`src/rtl/tmr_pkg.sv`:
```
// Shared types and helpers for the TMR recovery controller and the voter checker.
package tmr_pkg;

    localparam int unsigned NHARTS_DEFAULT = 3;

    typedef enum logic [2:0] {
        StIdle,
        StDrain,
        StHalt,
        StSync,
        StResume,
        StFatal
    } tmr_rec_state_e;

    function automatic logic popcount_is_one(input logic [NHARTS_DEFAULT-1:0] v);
        int unsigned n;
        n = 0;
        for (int i = 0; i < NHARTS_DEFAULT; i++) begin
            n += 32'(v[i]);
        end
        return n == 1;
    endfunction

endpackage

```
`src/rtl/tmr_recovery_ctrl_if.sv`:
```
// Voter-side inputs and cluster debug/interconnect gating outputs of the recovery controller.
interface tmr_recovery_ctrl_if
    import tmr_pkg::*;
#(
    parameter int unsigned NHARTS = NHARTS_DEFAULT
);
    logic              error;
    logic [NHARTS-1:0] error_id;
    logic              bus_idle;
    logic [NHARTS-1:0] halted;
    logic              sync_done;
    logic              block_req;
    logic [NHARTS-1:0] debug_req;
    logic              sync_req;
    logic [NHARTS-1:0] sync_hart;

    modport master (
        input  error, error_id, bus_idle, halted, sync_done,
        output block_req, debug_req, sync_req, sync_hart
    );

    modport slave (
        output error, error_id, bus_idle, halted, sync_done,
        input  block_req, debug_req, sync_req, sync_hart
    );
endinterface

```
`src/rtl/tmr_err_counter.sv`:
```
// Saturating per-hart error counter; clear takes priority over increment.
module tmr_err_counter #(
    parameter int unsigned CNT_W = 8
) (
    input  logic             clk_i,
    input  logic             rst_ni,
    input  logic             inc_i,
    input  logic             clr_i,
    output logic [CNT_W-1:0] count_o
);

    logic [CNT_W-1:0] count_q;

    always_ff @(posedge clk_i or negedge rst_ni) begin
        if (!rst_ni) begin
            count_q <= '0;
        end else if (clr_i) begin
            count_q <= '0;
        end else if (inc_i && (count_q != {CNT_W{1'b1}})) begin
            count_q <= count_q + 1'b1;
        end
    end

    assign count_o = count_q;

endmodule

```
`src/rtl/tmr_recovery_ctrl.sv`:
```
// Recovery sequencer: drain buses, halt harts, resync the faulty hart, resume;
// escalates to a sticky fatal state on no-majority errors or ack timeouts.
module tmr_recovery_ctrl
    import tmr_pkg::*;
#(
    parameter int unsigned NHARTS  = NHARTS_DEFAULT,
    parameter int unsigned CNT_W   = 8,
    parameter int unsigned TIMEOUT = 1024
) (
    input  logic                    clk_i,
    input  logic                    rst_ni,
    tmr_recovery_ctrl_if.master     bus,
    input  logic                    clr_cnt_i,
    output logic                    recovering_o,
    output logic                    fatal_o,
    output logic [NHARTS*CNT_W-1:0] err_count_o
);

    localparam int unsigned TW = $clog2(TIMEOUT);

    tmr_rec_state_e    state_q, state_d;
    logic [TW-1:0]     tmo_q, tmo_d;
    logic [NHARTS-1:0] hart_q, hart_d;
    logic              block_req_q, sync_req_q, recovering_q, fatal_q;
    logic [NHARTS-1:0] debug_req_q;
    logic              start;
    logic              tmo_hit;

    assign start   = (state_q == StIdle) && bus.error && popcount_is_one(bus.error_id);
    assign tmo_hit = (tmo_q == TW'(TIMEOUT - 1));

    always_comb begin
        state_d = state_q;
        hart_d  = hart_q;
        case (state_q)
            StIdle: begin
                if (start) begin
                    hart_d  = bus.error_id;
                    state_d = StDrain;
                end else if (bus.error) begin
                    state_d = StFatal;
                end
            end
            StDrain:  if (bus.bus_idle) state_d = StHalt;
            StHalt: begin
                if (&bus.halted)  state_d = StSync;
                else if (tmo_hit) state_d = StFatal;
            end
            StSync:   if (bus.sync_done) state_d = StResume;
            StResume: begin
                if (~|bus.halted) begin
                    state_d = StIdle;
                    hart_d  = '0;
                end else if (tmo_hit) begin
                    state_d = StFatal;
                end
            end
            StFatal:  state_d = StFatal;
            default:  state_d = StFatal;
        endcase
    end

    // Timeout only counts while waiting on halt/resume acks and restarts on any state change.
    always_comb begin
        tmo_d = '0;
        if ((state_d == state_q) && ((state_q == StHalt) || (state_q == StResume))) begin
            tmo_d = tmo_q + 1'b1;
        end
    end

    always_ff @(posedge clk_i or negedge rst_ni) begin
        if (!rst_ni) begin
            state_q      <= StIdle;
            tmo_q        <= '0;
            hart_q       <= '0;
            block_req_q  <= 1'b0;
            debug_req_q  <= '0;
            sync_req_q   <= 1'b0;
            recovering_q <= 1'b0;
            fatal_q      <= 1'b0;
        end else begin
            state_q      <= state_d;
            tmo_q        <= tmo_d;
            hart_q       <= hart_d;
            block_req_q  <= (state_d != StIdle);
            debug_req_q  <= {NHARTS{state_d inside {StHalt, StSync, StFatal}}};
            sync_req_q   <= (state_d == StSync);
            recovering_q <= state_d inside {StDrain, StHalt, StSync, StResume};
            fatal_q      <= (state_d == StFatal);
        end
    end

    assign bus.block_req = block_req_q;
    assign bus.debug_req = debug_req_q;
    assign bus.sync_req  = sync_req_q;
    assign bus.sync_hart = hart_q;
    assign recovering_o  = recovering_q;
    assign fatal_o       = fatal_q;

    for (genvar h = 0; h < NHARTS; h++) begin : g_cnt
        tmr_err_counter #(
            .CNT_W(CNT_W)
        ) u_cnt (
            .clk_i  (clk_i),
            .rst_ni (rst_ni),
            .inc_i  (start && bus.error_id[h]),
            .clr_i  (clr_cnt_i),
            .count_o(err_count_o[h*CNT_W +: CNT_W])
        );
    end

endmodule

```
`src/flat_wrapper.sv`:
```
// flat-port wrapper written by rule: the top's interface ports become plain ports
module tmr_recovery_ctrl_flat import tmr_pkg::*;
#(
    parameter int unsigned NHARTS  = NHARTS_DEFAULT,
    parameter int unsigned CNT_W   = 8,
    parameter int unsigned TIMEOUT = 1024
)
  (clk_i, rst_ni, clr_cnt_i, recovering_o, fatal_o, err_count_o, bus_error, bus_error_id, bus_bus_idle, bus_halted, bus_sync_done, bus_block_req, bus_debug_req, bus_sync_req, bus_sync_hart);
  tmr_recovery_ctrl_if #(.NHARTS(NHARTS)) bus_i ();
  input  logic clk_i;
  input  logic rst_ni;
  input  logic clr_cnt_i;
  output logic recovering_o;
  output logic fatal_o;
  output logic [NHARTS*CNT_W-1:0] err_count_o;
  input wire logic [$bits(bus_i.error)-1:0] bus_error;
  input wire logic [$bits(bus_i.error_id)-1:0] bus_error_id;
  input wire logic [$bits(bus_i.bus_idle)-1:0] bus_bus_idle;
  input wire logic [$bits(bus_i.halted)-1:0] bus_halted;
  input wire logic [$bits(bus_i.sync_done)-1:0] bus_sync_done;
  output wire logic [$bits(bus_i.block_req)-1:0] bus_block_req;
  output wire logic [$bits(bus_i.debug_req)-1:0] bus_debug_req;
  output wire logic [$bits(bus_i.sync_req)-1:0] bus_sync_req;
  output wire logic [$bits(bus_i.sync_hart)-1:0] bus_sync_hart;
  assign bus_i.error = bus_error;
  assign bus_i.error_id = bus_error_id;
  assign bus_i.bus_idle = bus_bus_idle;
  assign bus_i.halted = bus_halted;
  assign bus_i.sync_done = bus_sync_done;
  assign bus_block_req = bus_i.block_req;
  assign bus_debug_req = bus_i.debug_req;
  assign bus_sync_req = bus_i.sync_req;
  assign bus_sync_hart = bus_i.sync_hart;
  tmr_recovery_ctrl #(.NHARTS(NHARTS), .CNT_W(CNT_W), .TIMEOUT(TIMEOUT)) u_core (.clk_i(clk_i), .rst_ni(rst_ni), .bus(bus_i), .clr_cnt_i(clr_cnt_i), .recovering_o(recovering_o), .fatal_o(fatal_o), .err_count_o(err_count_o));
endmodule
```
`config.mk`:
```
export PLATFORM = sky130hd
export DESIGN_NAME = tmr_recovery_ctrl_flat
export DESIGN_NICKNAME = d
export VERILOG_FILES = /design/src/rtl/tmr_pkg.sv /design/src/rtl/tmr_recovery_ctrl_if.sv /design/src/rtl/tmr_err_counter.sv /design/src/rtl/tmr_recovery_ctrl.sv /design/src/flat_wrapper.sv
export SDC_FILE = /design/constraint.sdc
export NUM_CORES = 1
export LEC_CHECK = 0
export ABC_AREA = 1
export ABC_CLOCK_PERIOD_IN_PS = 1750
export BUFFER_PORTS_ARGS = -buffer_cell sky130_fd_sc_hd__buf_4
export CAP_MARGIN = 20
export CORE_MARGIN = 1
export CORE_UTILIZATION = 45
export CTS_CLUSTER_DIAMETER = 60
export DETAILED_ROUTE_END_ITERATION = 10
export HOLD_SLACK_MARGIN = 0.12
export PLACE_DENSITY = 0.67
export SYNTH_ARGS = -nofsm -noshare
export SYNTH_HDL_FRONTEND = slang
export SYNTH_SLANG_ARGS = --single-unit
```
`constraint.sdc`:
```
create_clock -name clk_i -period 1.75 [get_ports clk_i]
set_input_delay 0 -clock clk_i [delete_from_list [all_inputs] [get_ports clk_i]]
set_output_delay 0 -clock clk_i [all_outputs]
set_load 0.1 [all_outputs]
```
==> summary.txt, run 1 <==
grt ovf -> 0
DRT Pass-1 Iters -> 4
Critical Path AT -> 1.82 ns
Synth Area in Adders -> 0.0421
Starting Density -> 0.467
post-synthesis xor/xnor area fraction -> 0.0686
Setup Buffers After CTS -> 0
slowest stage cell on the critical path -> dfrtp_4
via count -> 2119
crit path cell chain -> ha_1 -> and3_1 -> nand3_2 -> nor2_2 -> o21ai_4 -> inv_2 -> nand2_1 -> nand2_1
TritonCTS Buffers -> 5
Post-DP Area -> 3030 sq um
status -> complete, no violations
CP Capture Type -> register
crit share post-route -> 0.927
CTS tree -> built
Post-Syn Nets -> 321
multiplexer share of the synthesized area -> 0
Clock Path Buffers -> 2
CP most frequent cell -> nand2_1
multi-input logic area -> 1290 sq um
total I/O pin count -> 46
# DRC -> 0
Worst setup SP type -> register
Synth Area in Simple Gates -> 0.320
Sw Pwr -> 0.442 mW
share of post-route cells with drive strength above 1 -> 0.344
Synth Area in Compound Gates -> 0.0637
Vias per Instance -> 4.91
critical path required time -> 1.94 ns
Clock Skews -> 0.00882 ns
worst-margin pin slew -> 0.565 ns
gr usage total -> 0.184
pin count of the biggest net entering global routing -> 46
clk root buf -> clkbuf_8
Inserted Diodes -> 0
synthesized flop and latch total -> 45
# rows -> 27
Antenna Nets Post-Route -> 0
Worst VDD drop -> 0.459 mV
Slew HR -> 0.624
cell area after layout -> 3230 sq um
Final Hold Fails -> 0
Area contributors post-synth -> dfrtp_1 44%, nand2_1 9.7%, xor2_1 5.1%, inv_1 4.7%, nand3_1 4.3%
largest family of logic cells by synthesized area -> simple AND/OR/NAND/NOR gates
per-instance average area after synthesis -> 8.49 sq um
largest area contributor in the netlist -> dfrtp_1
Tot Pwr -> 1.95 mW
Post-DP HPWL -> 3.56 mm
core area -> 5470 sq um
initial antenna violation count -> 0
register area -> 1170 sq um
max cap viols -> 0
synthesis warning total -> 0
net switching fraction of the power -> 0.226
routability cong. -> 0.774
RSZ-0062 raised after global routing -> false
Cell variety after synth -> 30
clock share of power -> 0.397
Pint -> 1.51 mW
clock latency on the worst-skew pair -> 0.30 ns
CP max FO -> 7
final setup violation count -> 0
Setup TNS -> 0 ns
Seq pwr share -> 0.534
mean routed wirelength per cell -> 11.4 um
register area share after synthesis -> 0.441
final net count -> 379
Pins Over Slew Limit -> 0
vias in the first global route -> 1920
I/O Buffers -> 45
clock transition at the registers of the reported paths -> 0.08 ns
share of the synthesized area in the top cell type -> 0.441
drt total wl -> 4.91 mm
die area -> 5980 sq um
Setup Crit Path Kind -> register to register
P&R area growth vs syn -> 26.4%
setup ws final -> 0.128 ns
post-synthesis cell area -> 2550 sq um
die width -> 77.4 um
# H-tree levels -> 2
fin crit period -> 1.62 ns
filler instances -> 493
clk sink count -> 45
first-pass GRT wire length -> 8.76 mm
Final Util -> 0.590
DRT iter0 DRCs -> 94
pre-CTS setup slack -> -0.103 ns
crit-path max cell delay -> 0.49 ns
worst hold path class -> input port to register
Die Y -> 77.4 um
part of the power in combinational logic -> 0.069
Cell Pwr Density -> 604 nW/um^2
Max Clk Rate -> 0.617 GHz
post-synthesis cell count -> 301
Pleak -> 1.55 nW
-- layer usage --
layer	wire, um	track usage	share of wire	up-vias
met1	2290	0.248	0.47	1000
met4	58	0.0566	0.012	0
li1	-	-	-	1067
met5	0	0	0	-
met2	2390	0.298	0.49	45
met3	177	0.0353	0.036	7
-- flip-flops by register name, indices dropped and copies added (netlist names) --
| signal | cells |
|---|---|
| u_core.bus.block_req | 1 |
| u_core.bus.debug_req | 1 |
| u_core.bus.sync_hart | 3 |
| u_core.bus.sync_req | 1 |
| u_core.fatal_o | 1 |
| u_core.g_cnt.u_cnt.count_o | 24 |
| u_core.recovering_o | 1 |
| u_core.state_q | 3 |
| u_core.tmo_q | 10 |
-- cells in the mapped netlist, drive strengths merged --
cell    count
xor2       15
nand3      26
buf         2
inv        38
a21oi       8
ha          7
fa          1
nor2       49
xnor2       5
and3        1
o22ai       2
nor3        7
nand4       5
clkbuf      2
o21ai       7
nand2      74
dfrtp      45
o31ai       7
-- cell type report --
class,instances,area share
inverter,38,0.0442
timing repair buffer,55,0.132
clock buffer,6,0.0225
clock inverter,2,0.0108
sequential,45,0.361
tap,72,0.0279
multi-input combinational,214,0.401
-- what timing repair did --
item | CTS | global route
resized for setup | 0 | 7
endpoints found under the setup margin | 0 | 17
endpoints found under the hold margin | 63 | 0
hold buffers | 6 | 0
-- critical path, delay by kind of cell, from the launching register on --
family | cells | cell delay (ns)
adders and majority gates | 1 | 0.23
AOI/OAI and AO/OA | 1 | 0.23
and+or+nand+nor | 5 | 0.50
buffers and inverters | 1 | 0.08
DFF | 1 | 0.49
-- power by group through the flow --
stage	Clock, mW	Combinational [mW]	Sequential, mW
finish	0.775	0.134	1.04
global route	0.843	0.149	1.04
CTS	0.801	0.137	1.04
detailed placement	0	0.127	1.06
global placement	0	0.124	1.06
floorplan	0	0.0406	1.08
-- cell usage in the layout, fill, tap and decap left out, types with 2 or more instances in the layout --
| cell type | instances |
|---|---|
| o21ai_0 | 4 |
| nand2_2 | 5 |
| nor3_1 | 6 |
| dfrtp_2 | 15 |
| nand3_2 | 3 |
| dlygate4sd3_1 | 6 |
| inv_1 | 32 |
| nand2_4 | 3 |
| xnor2_1 | 5 |
| a21oi_1 | 5 |
| nor2_4 | 4 |
| o21ai_1 | 2 |
| clkbuf_8 | 5 |
| o31ai_1 | 7 |
| a21oi_2 | 3 |
| nand4_1 | 5 |
| dfrtp_4 | 6 |
| inv_2 | 6 |
| nor2_1 | 28 |
| o22ai_1 | 2 |
| nand3_4 | 2 |
| ha_1 | 6 |
| nor2_2 | 16 |
| nand3_1 | 21 |
| dfrtp_1 | 24 |
| nand2_1 | 65 |
| xor2_1 | 15 |
| buf_4 | 49 |
-- path summary, 6_finish.rpt --
path	depth (start not counted)	from	slack (ns)	endpoint
worst min register to register	1	u_core.tmo_q[0]	0.47	u_core.tmo_q[0]
max in group asynchronous	2	rst_ni	1.08	u_core.g_cnt[2].u_cnt.count_o[0]
worst max register to register	8	u_core.g_cnt[0].u_cnt.count_o[0]	0.13	u_core.g_cnt[0].u_cnt.count_o[6]
min in group asynchronous	2	rst_ni	0.23	u_core.g_cnt[2].u_cnt.count_o[7]
worst max-delay path	8	u_core.g_cnt[0].u_cnt.count_o[0]	0.13	u_core.g_cnt[0].u_cnt.count_o[6]
worst min-delay path	5	bus_sync_done	0.14	u_core.state_q[2]
-- stage by stage --
| stage | cells | hold slack, ns |
|---|---|---|
| CTS | 432 | 0.137 |
| global route | 432 | 0.157 |
| floorplan | 301 | -0.296 |
| detailed placement | 418 | 0.0441 |
| finish | 432 | 0.137 |
| global placement | 418 | 0.0400 |
-- cell families (layout without fill, tap and decap cells) --
family / count (synthesis) / in the layout
AOI/OAI and AO/OA: 24 / 24
xor gates and xnor gates: 20 / 20
DFF: 45 / 45
buffers and inverters: 42 / 101
adders and majority gates: 8 / 8
and+or+nand+nor: 162 / 162
Power figures use the tool's default switching activity.
==> inputs of run 2 (changes only) <==
Settings changed: ABC_AREA 1 to not set.
==> run 2 against run 1 <==
Against the previous run:
- global-route usage up 2.4 points
- combinational power rose to 16 times the previous value
- wire length up 17%
- via count down 0.71%
- core utilization up 11 points
- power up 110%
- register-to-register slack worse by 0.19 ns
- critical path depth down 1
- clock-buffer cell count up 1
- clock power down 8.0%
- the flow now finishes with violations (setup timing)
==> summary.txt, run 2 <==
synthesized flop and latch total -> 45
Slew HR -> 0.616
drt total wl -> 5.76 mm
Max Clk Rate -> 0.551 GHz
slowest stage cell on the critical path -> or4_4
final net count -> 352
filler instances -> 395
Post-DP HPWL -> 3.69 mm
Reg2Reg Launch Point -> u_core.tmo_q[1]
pin count of the biggest net entering global routing -> 46
Async SR Flop Fraction -> 1.00
post-synthesis xor/xnor area fraction -> 0.0914
# rows -> 26
largest family of logic cells by synthesized area -> simple AND/OR/NAND/NOR gates
# DRC -> 0
mean routed wirelength per cell -> 14.3 um
cell area after layout -> 3590 sq um
placed insts -> 378
crit-path leading delay family -> simple AND/OR/NAND/NOR gates
Final Hold Fails -> 0
Pins Over Slew Limit -> 0
Inserted Diodes -> 0
CTS tree -> built
Worst VDD drop -> 1.16 mV
commonest non-fill, non-tap cell in the layout -> buf_4
total I/O pin count -> 46
Pleak -> 1.57 nW
Tot Pwr -> 4.12 mW
Worst Setup SP -> u_core.tmo_q[1]
synthesis warning total -> 0
most frequent cells in the layout -> 84 x buf_4, 36 x nor2_1, 22 x dfrtp_1
final setup violation count -> 15
post-synthesis cell area -> 2390 sq um
I/O Buffers -> 45
crit share post-route -> 1.04
clock transition at the registers of the reported paths -> 0.09 ns
P&R area growth vs syn -> 49.9%
Clock Path Buffers -> 2
clk root buf -> clkbuf_8
CP Capture Point -> u_core.tmo_q[6]
via count -> 2104
die width -> 75.0 um
Area contributors post-synth -> dfrtp_1 47%, xnor2_1 7.3%, nor2_1 6.4%, ha_1 3.7%, nand3_1 2.9%
Vias per Instance -> 5.22
vias in the first global route -> 1882
Cell Pwr Density -> 1150 nW/um^2
post-synthesis cell count -> 238
Post-synth top cells -> 45 x dfrtp_1, 41 x nor2_1, 20 x xnor2_1, 14 x nand3_1, 12 x nand2_1
Buf/Inv on CP -> 1
die area -> 5620 sq um
WHS Path Cells -> 5
worst hold path class -> input port to register
Antenna Nets Post-Route -> 0
largest area contributor in the netlist -> dfrtp_1
register area -> 1180 sq um
final std cells w/o fill -> 403
worst-margin pin slew -> 0.576 ns
Critical Path AT -> 2.01 ns
Synth Area in Simple Gates -> 0.245
crit path cell chain -> ha_2 -> nand3_2 -> or4_4 -> a22o_1 -> or3b_4 -> buf_12 -> nor2_1
Post-Syn Nets -> 258
CP max FO -> 9
per-instance average area after synthesis -> 10.1 sq um
most frequent cell after synthesis -> dfrtp_1
max cap viols -> 0
failing checks -> setup timing
gr usage total -> 0.207
RSZ-0062 raised after global routing -> true
clock latency on the worst-skew pair -> 0.31 ns
Synth Area in Adders -> 0.0449
multi-input logic area -> 1430 sq um
share of post-route cells with drive strength above 1 -> 0.486
TritonCTS Buffers -> 5
# H-tree levels -> 2
first-pass GRT wire length -> 8.74 mm
ys flop type -> dfrtp_1
register area share after synthesis -> 0.470
pre-CTS setup slack -> -0.359 ns
WP depth -> 7
Die Y -> 75.0 um
crit-path max cell delay -> 0.44 ns
critical path required time -> 1.95 ns
flop-to-flop setup slack -> -0.07 ns
setup ws final -> -0.0663 ns
routability cong. -> 0.809
grt ovf -> 0
Post-DP Area -> 3150 sq um
fin crit period -> 1.82 ns
clk sink count -> 45
multiplexer share of the synthesized area -> 0.0350
DRT Pass-1 Iters -> 4
share of the synthesized area in the top cell type -> 0.470
CP Capture Type -> register
DRT iter0 DRCs -> 72
FF-to-FF path depth -> 7
hold path start -> bus_sync_done
initial antenna violation count -> 0
Setup Crit Path Kind -> register to register
Synth Area in Compound Gates -> 0.0768
core area -> 5110 sq um
status -> finished with violations
number of enable flip-flop cells after synthesis -> 0
Largest register FFs -> 24
R2R Path End -> u_core.tmo_q[6]
Clock Skews -> 0.00784 ns
Starting Density -> 0.469
Cell variety after synth -> 44
Worst setup SP type -> register
Final Util -> 0.703
[run 2: cell count changes after synthesis, moves of 8 or more]
cell     delta
xor2_1     -10
inv_1      -22
nand2_1    -54
xnor2_1    +15
nor2_1     +12
nand3_1     -8
nor2_2     -17
[run 2: worst min-delay path by stage]
| stage | to | slack, ns |
|---|---|---|
| final | u_core.state_q[1] | 0.18 |
| after global routing | u_core.state_q[1] | 0.19 |
| after CTS | u_core.state_q[1] | 0.18 |
| after detailed placement | u_core.g_cnt[2].u_cnt.count_o[1] | 0.04 |
| after global placement | u_core.g_cnt[2].u_cnt.count_o[0] | 0.04 |
| after floorplan | u_core.bus.block_req | -0.30 |
[run 2: worst min-delay path, cell delays in order]
cell and delay [ns]:
buf_4 0.13, inv_1 0.05, mux2i_1 0.06, a2bb2oi_1 0.14
inv_1 0.08
[run 2: per-stage QoR]
| step | hold slack [ns] | setup TNS (ns) |
|---|---|---|
| 6_report | 0.183 | -0.816 |
| 3_5_place_dp | 0.0439 | -8.37 |
| 5_1_grt | 0.191 | -2.56 |
| 4_1_cts | 0.180 | -0.675 |
| 2_1_floorplan | -0.296 | -1.11 |
| 3_3_place_gp | 0.0429 | -6.36 |
[run 2: cell families (layout without fill, tap and decap cells)]
family | after synthesis | after routing
AO/OA/AOI/OAI | 22 | 22
XOR/XNOR | 25 | 25
adder cells (fa/ha/maj) | 8 | 8
buffers and inverters | 19 | 113
flip-flops | 45 | 45
multiplexers | 8 | 8
AND/OR/NAND/NOR | 111 | 112
[run 2: final cells by class]
cell class	count	share of cell area
Inverter	10	0.0105
Timing Repair Buffer	95	0.211
Clock inverter	1	0.00139
Sequential cell	45	0.329
Multi-Input combinational cell	175	0.397
Clock buffer	7	0.0268
Tap cell	70	0.0244
[run 2: timing repair]
| item | CTS | global route |
|---|---|---|
| pin swaps | 9 | 10 |
| endpoints found under the hold margin | 69 | 0 |
| setup endpoints to repair | 29 | 38 |
| gates resized for setup | 15 | 19 |
| buffers inserted | 3 | 9 |
| cloned | 0 | 1 |
| hold buffers | 5 | 0 |
[run 2: metal layers]
layer / track usage / vias to the layer above / part of all wire
li1: - / 1011 / -
met1: 0.279 / 1028 / 0.46
met2: 0.328 / 53 / 0.49
met3: 0.0469 / 12 / 0.037
met4: 0.0755 / 0 / 0.018
met5: 0 / - / 0
[run 2: power breakdown]
group / total, mW / internal (mW) / switching (mW)
logic: 2.14 / 0.786 / 1.35
clock network: 0.713 / 0.357 / 0.356
registers: 1.27 / 1.17 / 0.100
total: 4.12 / 2.31 / 1.81
==> inputs of run 3 (changes only) <==
Settings changed: BUFFER_PORTS_ARGS -buffer_cell sky130_fd_sc_hd__buf_4 to -buffer_cell sky130_fd_sc_hd__buf_2.
==> run 3 against run 2 <==
Against the previous run:
- the flow still finishes with violations (setup timing)
- hold slack got worse by 0.017 ns
- power fell by 6.2%
- critical path depth did not move
- first-iteration DRC count increased by 53%
- sequential power is essentially flat
- non-clock buffer count is 4 lower
- sequential cell count unchanged
- setup slack better by 0.0012 ns
- design area is 4.1% lower
- die area unchanged
- critical endpoint is now u_core.tmo_q[2]
- largest power group unchanged
- highest routed layer unchanged
==> summary.txt, run 3 (same netlist as run 2, synthesis figures left out) <==
routed wl met3 -> 233 um
Slew HR -> 0.625
Setup Crit Path Kind -> register to register
DRT iter0 DRCs -> 110
# rows -> 26
total I/O pin count -> 46
max cap viols -> 0
CP Capture Type -> register
Met1 Routed Length -> 2.51 mm
CTS tree -> built
Cell Pwr Density -> 1120 nW/um^2
# H-tree levels -> 2
placed insts -> 379
commonest non-fill, non-tap cell in the layout -> buf_2
Largest register FFs -> 24
crit path cell chain -> ha_2 -> nand3_2 -> or4_4 -> a22o_1 -> or3b_4 -> buf_12 -> nor2_1
die area -> 5620 sq um
hold slack -> 0.165 ns
final setup violation count -> 14
grt ovf -> 0
fin crit period -> 1.82 ns
final std cells w/o fill -> 399
CP max FO -> 9
# DRC -> 0
Post-DP HPWL -> 3.72 mm
clk root buf -> clkbuf_8
share of post-route cells with drive strength above 1 -> 0.492
via count -> 2025
routability cong. -> 0.810
I/O Buffers -> 45
most frequent cells in the layout -> 45 x buf_2, 37 x buf_4, 36 x nor2_1
worst-margin pin slew -> 0.563 ns
TritonCTS Buffers -> 5
failing checks -> setup timing
first-pass GRT wire length -> 8.43 mm
critical path required time -> 1.93 ns
Die Y -> 75.0 um
Critical Path AT -> 2.00 ns
clock transition at the registers of the reported paths -> 0.09 ns
Worst VDD drop -> 1.21 mV
die width -> 75.0 um
final net count -> 348
initial antenna violation count -> 0
max layer used -> met4
crit-path max cell delay -> 0.44 ns
clk sink count -> 45
core area -> 5110 sq um
Starting Density -> 0.469
worst hold path class -> input port to register
Max Clk Rate -> 0.551 GHz
status -> finished with violations
Worst setup SP type -> register
DRT Pass-1 Iters -> 4
drt total wl -> 5.45 mm
vias in the first global route -> 1823
RSZ-0062 raised after global routing -> true
clock latency on the worst-skew pair -> 0.30 ns
pin count of the biggest net entering global routing -> 28
Pleak -> 1.55 nW
metal2 WL -> 2.65 mm
mean routed wirelength per cell -> 13.7 um
setup ws final -> -0.0652 ns
Clock Skews -> 0.0109 ns
slowest stage cell on the critical path -> or4_4
Pins Over Slew Limit -> 0
Antenna Nets Post-Route -> 0
crit share post-route -> 1.04
Tot Pwr -> 3.86 mW
gr usage total -> 0.201
P&R area growth vs syn -> 43.8%
filler instances -> 416
Final Hold Fails -> 0
Clock Path Buffers -> 2
Inserted Diodes -> 0
Final Util -> 0.674
Vias per Instance -> 5.08
==> run 3: per-stage QoR <==
step                area, sq um  setup TNS [ns]  worst slack [ns]
floorplan                  2520           -1.11            -0.113
global placement           3050           -5.98            -0.265
detailed placement         3050           -8.64            -0.359
CTS                        3210          -0.631           -0.0709
global route               3440           -2.51            -0.138
finish                     3440          -0.736           -0.0652
==> run 3: path summary, 6_finish.rpt <==
kind	from	end	slack (ns)	cells after the start
setup / recovery	u_core.tmo_q[1]	u_core.tmo_q[2]	-0.07	7
hold / removal	clr_cnt_i	u_core.g_cnt[0].u_cnt.count_o[2]	0.17	2
setup reg to reg	u_core.tmo_q[1]	u_core.tmo_q[2]	-0.07	7
hold reg to reg	u_core.bus.sync_hart[0]	u_core.bus.sync_hart[0]	0.48	2
max in group asynchronous	rst_ni	u_core.g_cnt[2].u_cnt.count_o[3]	0.94	3
min in group asynchronous	rst_ni	u_core.g_cnt[1].u_cnt.count_o[0]	0.22	2
==> run 3: repair_timing <==
item | in CTS | in global routing
setup endpoints to repair | 20 | 38
endpoints found under the hold margin | 25 | 0
cloned | 0 | 1
resized for setup | 10 | 30
pin swaps | 3 | 14
setup buffers | 1 | 9
hold buffers | 2 | 0
==> run 3: layout make-up <==
cell class / instances / area, sq um / area share
Sequential cell: 45 / 1180 / 0.343
Timing Repair Buffer: 91 / 611 / 0.177
Inverter: 10 / 37.5 / 0.0109
Clock buffer: 6 / 72.6 / 0.0211
Multi-Input combinational cell: 175 / 1450 / 0.420
Clock inverter: 2 / 10.0 / 0.00291
Tap cell: 70 / 87.6 / 0.0254
==> run 3: power by group <==
group	switching, mW	leakage [nW]	internal [mW]
Clock	0.352	0.0450	0.277
Sequential	0.0760	0.570	1.17
Combinational	1.35	0.933	0.644
Total	1.77	1.55	2.09
==> run 3: routing by layer <==
metal,global-route usage,vias up
met5,0,-
met4,0.0734,0
met3,0.0495,6
met2,0.325,39
met1,0.262,975
li1,-,1005
==> run 3: critical path, delay by kind of cell, from the launching register on <==
| family | cells | cell delay (ns) |
|---|---|---|
| and+or+nand+nor | 4 | 0.81 |
| DFF | 1 | 0.37 |
| AOI/OAI and AO/OA | 1 | 0.21 |
| adders and majority gates | 1 | 0.20 |
| buffers and inverters | 1 | 0.11 |
